$ cat src/rtl/muller_c_pkg.sv
`default_nettype none
// +--------------------------------------------------------------------------+
// | muller_c_pkg : shared constants for the C-element handshake sequencer     |
// | Macro MULLER_C_SYNC2_EN selects the synchronizer depth (SYNC_LAT).       |
// | Rev 1.0                                                                  |
// +--------------------------------------------------------------------------+
package muller_c_pkg;

  localparam logic [2:0] ST_IDLE    = 3'd0;
  localparam logic [2:0] ST_A_UP    = 3'd1;
  localparam logic [2:0] ST_WAIT_HI = 3'd2;
  localparam logic [2:0] ST_A_DN    = 3'd3;
  localparam logic [2:0] ST_WAIT_LO = 3'd4;
  localparam logic [2:0] ST_DONE    = 3'd5;
  localparam logic [2:0] ST_ERR     = 3'd6;

  localparam logic [1:0] ERR_NONE = 2'd0;
  localparam logic [1:0] ERR_RISE = 2'd1;
  localparam logic [1:0] ERR_TMO  = 2'd2;
  localparam logic [1:0] ERR_FALL = 2'd3;

`ifdef MULLER_C_SYNC2_EN
  localparam int SYNC_LAT = 2;
`else
  localparam int SYNC_LAT = 1;
`endif

endpackage
`default_nettype wire

$ cat src/rtl/muller_c_sync.sv
`default_nettype none
// +--------------------------------------------------------------------------+
// | muller_c_sync : brings the asynchronous C-element output into clock.      |
// | MULLER_C_SYNC2_EN defined -> two flops, otherwise one flop.              |
// | Rev 1.0                                                                  |
// +--------------------------------------------------------------------------+
module muller_c_sync (
  input  logic clock,
  input  logic reset,
  input  logic d,
  output logic q
);

`ifdef MULLER_C_SYNC2_EN
  logic meta;

  always_ff @(posedge clock) begin
    if (reset) begin
      meta <= 1'b0;
      q    <= 1'b0;
    end else begin
      meta <= d;
      q    <= meta;
    end
  end
`else
  always_ff @(posedge clock) begin
    if (reset) begin
      q <= 1'b0;
    end else begin
      q <= d;
    end
  end
`endif

endmodule
`default_nettype wire

$ cat src/rtl/muller_c_handshake_seq.sv
`default_nettype none
// +--------------------------------------------------------------------------+
// | muller_c_handshake_seq : four-phase exerciser/checker for a C-element.   |
// | Synchronizer depth set by MULLER_C_SYNC2_EN (see muller_c_sync). Rev 1.0 |
// +--------------------------------------------------------------------------+
module muller_c_handshake_seq
  import muller_c_pkg::*;
#(
  parameter int CNT_W  = 8,
  parameter int TMO_W  = 4,
  parameter int SKEW_W = 3
) (
  input  logic              clock,
  input  logic              reset,
  input  logic              start,
  input  logic [CNT_W-1:0]  n_cycles,
  input  logic [SKEW_W-1:0] skew,
  input  logic              c_in,
  output logic              c_a,
  output logic              c_b,
  output logic              busy,
  output logic              done,
  output logic              err,
  output logic [1:0]        err_code,
  output logic [CNT_W-1:0]  done_cnt
);

  localparam logic [TMO_W-1:0] TMO_MAX  = '1;
  localparam logic [TMO_W-1:0] TMO_LAST = TMO_MAX - 1'b1;

  logic              c_s;
  logic [2:0]        state;
  logic [CNT_W-1:0]  n_reg;
  logic [SKEW_W-1:0] skew_reg;
  logic [SKEW_W-1:0] skew_cnt;
  logic [TMO_W-1:0]  tmo_cnt;
  logic              skew_last;
  logic              tmo_last;
  logic [CNT_W-1:0]  cnt_next;

  muller_c_sync u_sync (
    .clock (clock),
    .reset (reset),
    .d     (c_in),
    .q     (c_s)
  );

  assign skew_last = (skew_cnt == skew_reg - 1'b1);
  assign tmo_last  = (tmo_cnt == TMO_LAST);
  assign cnt_next  = done_cnt + 1'b1;

  // Both counters fall back to zero on every transition; only the hold branches advance them.
  always_ff @(posedge clock) begin
    if (reset) begin
      state    <= ST_IDLE;
      n_reg    <= '0;
      skew_reg <= '0;
      skew_cnt <= '0;
      tmo_cnt  <= '0;
      c_a      <= 1'b0;
      c_b      <= 1'b0;
      busy     <= 1'b0;
      done     <= 1'b0;
      err      <= 1'b0;
      err_code <= ERR_NONE;
      done_cnt <= '0;
    end else begin
      done     <= 1'b0;
      skew_cnt <= '0;
      tmo_cnt  <= '0;
      case (state)
        ST_IDLE: begin
          if (start) begin
            n_reg    <= n_cycles;
            skew_reg <= skew;
            err      <= 1'b0;
            err_code <= ERR_NONE;
            done_cnt <= '0;
            if (n_cycles == '0) begin
              state <= ST_DONE;
              done  <= 1'b1;
            end else begin
              c_a  <= 1'b1;
              busy <= 1'b1;
              if (skew == '0) begin
                c_b   <= 1'b1;
                state <= ST_WAIT_HI;
              end else begin
                state <= ST_A_UP;
              end
            end
          end
        end
        ST_A_UP: begin
          if (c_s) begin
            state    <= ST_ERR;
            err      <= 1'b1;
            err_code <= ERR_RISE;
            busy     <= 1'b0;
            c_a      <= 1'b0;
            c_b      <= 1'b0;
          end else if (skew_last) begin
            c_b   <= 1'b1;
            state <= ST_WAIT_HI;
          end else begin
            skew_cnt <= skew_cnt + 1'b1;
          end
        end
        ST_WAIT_HI: begin
          if (c_s) begin
            c_a <= 1'b0;
            if (skew_reg == '0) begin
              c_b   <= 1'b0;
              state <= ST_WAIT_LO;
            end else begin
              state <= ST_A_DN;
            end
          end else if (tmo_last) begin
            state    <= ST_ERR;
            err      <= 1'b1;
            err_code <= ERR_TMO;
            busy     <= 1'b0;
            c_a      <= 1'b0;
            c_b      <= 1'b0;
          end else begin
            tmo_cnt <= (tmo_cnt == TMO_MAX) ? tmo_cnt : tmo_cnt + 1'b1;
          end
        end
        ST_A_DN: begin
          if (!c_s) begin
            state    <= ST_ERR;
            err      <= 1'b1;
            err_code <= ERR_FALL;
            busy     <= 1'b0;
            c_a      <= 1'b0;
            c_b      <= 1'b0;
          end else if (skew_last) begin
            c_b   <= 1'b0;
            state <= ST_WAIT_LO;
          end else begin
            skew_cnt <= skew_cnt + 1'b1;
          end
        end
        ST_WAIT_LO: begin
          if (!c_s) begin
            done_cnt <= cnt_next;
            if (cnt_next == n_reg) begin
              state <= ST_DONE;
              done  <= 1'b1;
              busy  <= 1'b0;
            end else begin
              c_a <= 1'b1;
              if (skew_reg == '0) begin
                c_b   <= 1'b1;
                state <= ST_WAIT_HI;
              end else begin
                state <= ST_A_UP;
              end
            end
          end else if (tmo_last) begin
            state    <= ST_ERR;
            err      <= 1'b1;
            err_code <= ERR_TMO;
            busy     <= 1'b0;
            c_a      <= 1'b0;
            c_b      <= 1'b0;
          end else begin
            tmo_cnt <= (tmo_cnt == TMO_MAX) ? tmo_cnt : tmo_cnt + 1'b1;
          end
        end
        ST_DONE: state <= ST_IDLE;
        ST_ERR:  state <= ST_IDLE;
        default: state <= ST_IDLE;
      endcase
    end
  end

endmodule
`default_nettype wire
$ cat config.mk
export PLATFORM = sky130hd
export DESIGN_NAME = muller_c_handshake_seq
export DESIGN_NICKNAME = d
export VERILOG_FILES = /design/src/rtl/muller_c_pkg.sv /design/src/rtl/muller_c_sync.sv /design/src/rtl/muller_c_handshake_seq.sv
export SDC_FILE = /design/constraint.sdc
export NUM_CORES = 1
export LEC_CHECK = 0
export CORE_AREA = 2 2 66 68
export DETAILED_ROUTE_END_ITERATION = 8
export DIE_AREA = 0 0 68 70
export GPL_TIMING_DRIVEN = 0
export HOLD_SLACK_MARGIN = 0.03
export PLACE_DENSITY = 0.93
export SLEW_MARGIN = 40
export SYNTH_ARGS = -nofsm -noshare
export SYNTH_HDL_FRONTEND = slang
export SYNTH_SLANG_ARGS = --single-unit
$ cat constraint.sdc
create_clock -name clock -period 7.91 [get_ports clock]
set_clock_uncertainty 0.2 [all_clocks]
set_input_delay 1.582 -clock clock [delete_from_list [all_inputs] [get_ports clock]]
set_output_delay 1.582 -clock clock [all_outputs]
set_load 0.02 [all_outputs]
==> metrics.txt <==
count of unresolved DRC violations after routing=0; routed vias=2349; cell at the root of the clock tree=sky130_fd_sc_hd__clkbuf_8; wire length per cell=14.81 um; FP Rows=24; critical path fanouts, max=3; # H-tree levels=2; Post-CTS Repair Setup Buffers=0; via-per-instance ratio=5.962; fraction of the core area covered by cells at the end of the flow=67.09%; Detailed Place HPWL=4291 um; mean instance size in the synthesized netlist=7.638 um2; Final Hold Violating Endpoints=0; number of iterations in the first detailed-routing pass=4; Post-synth EDFFs=0; total nets after synthesis=327; hold path startpoint=skew_reg[1]$_SDFFE_PP0P_; antenna viol nets, final=0; worst-margin pin slew=0.6718 ns; number of clock buffers inserted by TritonCTS=5; CTS tree=done; area enclosed by the die boundary=0.004760 mm2; dominant synthesized flop cell=sky130_fd_sc_hd__dfxtp_1; Routed WL=5835 um; setup violators final=0; register clock-pin slew on the reported worst setup and hold paths=0.07 ns; number of buffer cells added on primary ports=29; minimum hold slack=0.2635 ns; start point of the critical path=n_cycles[0]; total leakage power=0.001019 uW; critical path data arrival time=3.50 ns; Power Dens Cells=244.8 mW/mm2; Worst Path Required=7.88 ns; final critical-path setup slack=4.379 ns; layout overhead on the synthesized area=18.95%; post-synthesis instance area=0.002337 mm2; ys async rst share=0%; latest clock arrival within the worst-skew pair=0.30 ns; status=completed; number of antenna violations at the first check in global routing=0; largest net degree at the start of global routing=11; endpoint type of the worst setup path=flip-flop; CP Class=input pin to flip-flop; wire length of the first global-routing pass=9867 um; number of sinks on the clock net=37; total power draw=680.7 uW; sequential area share after synthesis=31.69%; number of fill cells=364; maximum resistive drop on vdd=0.1595 mV; count of pins on the block boundary=30; Cell variety after synth=55; final worst path period share=44.64%; Cells after Synth=306; DIE WIDTH=68 um; aggregate negative setup slack=0 ns; standard cell core area=0.004144 mm2; total routing resource utilization after global routing=26.80%; number of nets in the finished design=363; category of the worst setup path launch point=input pin; max-slew violation count=0; Resize count post-CTS=0; worst-case headroom to the max-slew limit=54.91%; YS warnings=0; hold-fix buffer count after cts=0; launching point of the worst reg2reg path=done_cnt[0]$_SDFFE_PP0P_; fraction of final layout cells with drive strength greater than 1=7.895%; flip-flop and latch count after synthesis=37; initial core utilization=56.40%; Final Critical Period=3.531 ns; vias in the first global route=2164; hold crit path type=flip-flop to flip-flop; final weighted congestion of routability-driven global placement=1.019; MaxCap Viol Count=0; unrepaired setup endpoints after global routing=false; peak clock frequency supported by timing=283.2 MHz; Iter 0 DRT Violations=250; height of the die=70 um; pre-CTS setup slack=3.976 ns; Antenna Cells=0; overall overflow remaining after global route=0; Clock Tree Buf Depth=2
-- metrics by stage --
stage          cell area [um2]  std cells
2_1_floorplan             2337        306
3_3_place_gp              2693        387
3_5_place_dp              2693        387
4_1_cts                   2779        394
5_1_grt                   2780        394
6_report                  2780        394
-- layout by cell type, fill, tap and decap left out, types with 4 or more instances in the layout --
| cell | count |
|---|---|
| sky130_fd_sc_hd__nand2b_1 | 6 |
| sky130_fd_sc_hd__and2_1 | 4 |
| sky130_fd_sc_hd__mux2i_1 | 7 |
| sky130_fd_sc_hd__inv_1 | 6 |
| sky130_fd_sc_hd__clkbuf_8 | 6 |
| sky130_fd_sc_hd__nor2b_1 | 8 |
| sky130_fd_sc_hd__dfxtp_1 | 37 |
| sky130_fd_sc_hd__nand2_1 | 42 |
| sky130_fd_sc_hd__a21oi_1 | 32 |
| sky130_fd_sc_hd__ha_1 | 6 |
| sky130_fd_sc_hd__clkbuf_1 | 13 |
| sky130_fd_sc_hd__nor4_1 | 4 |
| sky130_fd_sc_hd__clkdlybuf4s50_1 | 29 |
| sky130_fd_sc_hd__a211oi_1 | 4 |
| sky130_fd_sc_hd__o21ai_0 | 14 |
| sky130_fd_sc_hd__nor2_1 | 31 |
| sky130_fd_sc_hd__xor2_1 | 6 |
| sky130_fd_sc_hd__xnor2_1 | 7 |
| sky130_fd_sc_hd__nor3_1 | 8 |
| sky130_fd_sc_hd__nand3_1 | 12 |
| sky130_fd_sc_hd__buf_4 | 4 |
-- worst paths after layout --
check / to / slack, ns / depth (start not counted)
setup reg to reg: state[2]$_SDFFE_PP0P_ / 5.17 / 7
hold / removal: skew_reg[1]$_SDFFE_PP0P_ / 0.26 / 2
hold reg to reg: skew_reg[1]$_SDFFE_PP0P_ / 0.26 / 2
setup / recovery: c_b$_SDFFE_PP0P_ / 4.38 / 7
-- report_power, final --
group / switching, uW / internal, uW / total, uW
combinational: 178 / 126 / 304
sequential: 24.8 / 216 / 241
clock: 66.6 / 69.1 / 136
total: 269 / 411 / 681
-- area by class of cell --
| type | instances | area, um2 | area share, % |
|---|---|---|---|
| multi-input combinational | 243 | 1474 | 53.02 |
| sequential | 37 | 740.7 | 26.64 |
| timing repair buffer | 29 | 290.3 | 10.44 |
| buffer | 20 | 101.3 | 3.645 |
| clock buffer | 7 | 86.33 | 3.105 |
| tap | 52 | 65.06 | 2.340 |
| inverter | 6 | 22.52 | 0.8101 |
-- cells in the mapped netlist (all sizes together) (5+ instances only) --
library cell,instances,area [um2]
dfxtp,37,740.7
ha,6,75.07
or3,5,38.78
inv,6,22.52
xnor2,7,61.31
nand2b,6,37.54
a21oi,32,160.2
nor2,31,116.4
mux2i,7,70.07
clkbuf,12,45.04
xor2,6,52.55
nand3,13,70.07
nor3,8,40.04
nand2,42,157.7
o21ai,15,78.83
nor2b,8,50.05
buf,8,56.30
-- per-layer routing --
layer / wire length (um) / track usage, % / vias up
met1: 2566 / 36.35 / 1075
li1: - / - / 1160
met4: 111 / 11.33 / 0
met3: 418 / 6.441 / 11
met2: 2738 / 40.13 / 103
met5: 0 / 0 / -
-- critical path, cell delays in order --
cell                              delay [ns]
sky130_fd_sc_hd__clkdlybuf4s50_1        0.49
sky130_fd_sc_hd__nor4_1                 0.08
sky130_fd_sc_hd__a2111oi_1              0.65
sky130_fd_sc_hd__o221a_2                0.31
sky130_fd_sc_hd__o21ba_2                0.13
sky130_fd_sc_hd__o31ai_1                0.10
sky130_fd_sc_hd__mux2i_1                0.15
-- cells by family (layout without fill, tap and decap cells) --
group	count (synthesis)	count (layout)	synth area share, %
buffers and inverters	26	62	5.299
adder cells (fa/ha/maj)	6	6	3.212
AO/OA/AOI/OAI	79	79	21.74
multiplexers	7	7	2.998
flip-flops	37	37	31.69
XOR/XNOR	14	14	5.835
AND/OR/NAND/NOR	137	137	29.23
Power figures use the tool's default switching activity.
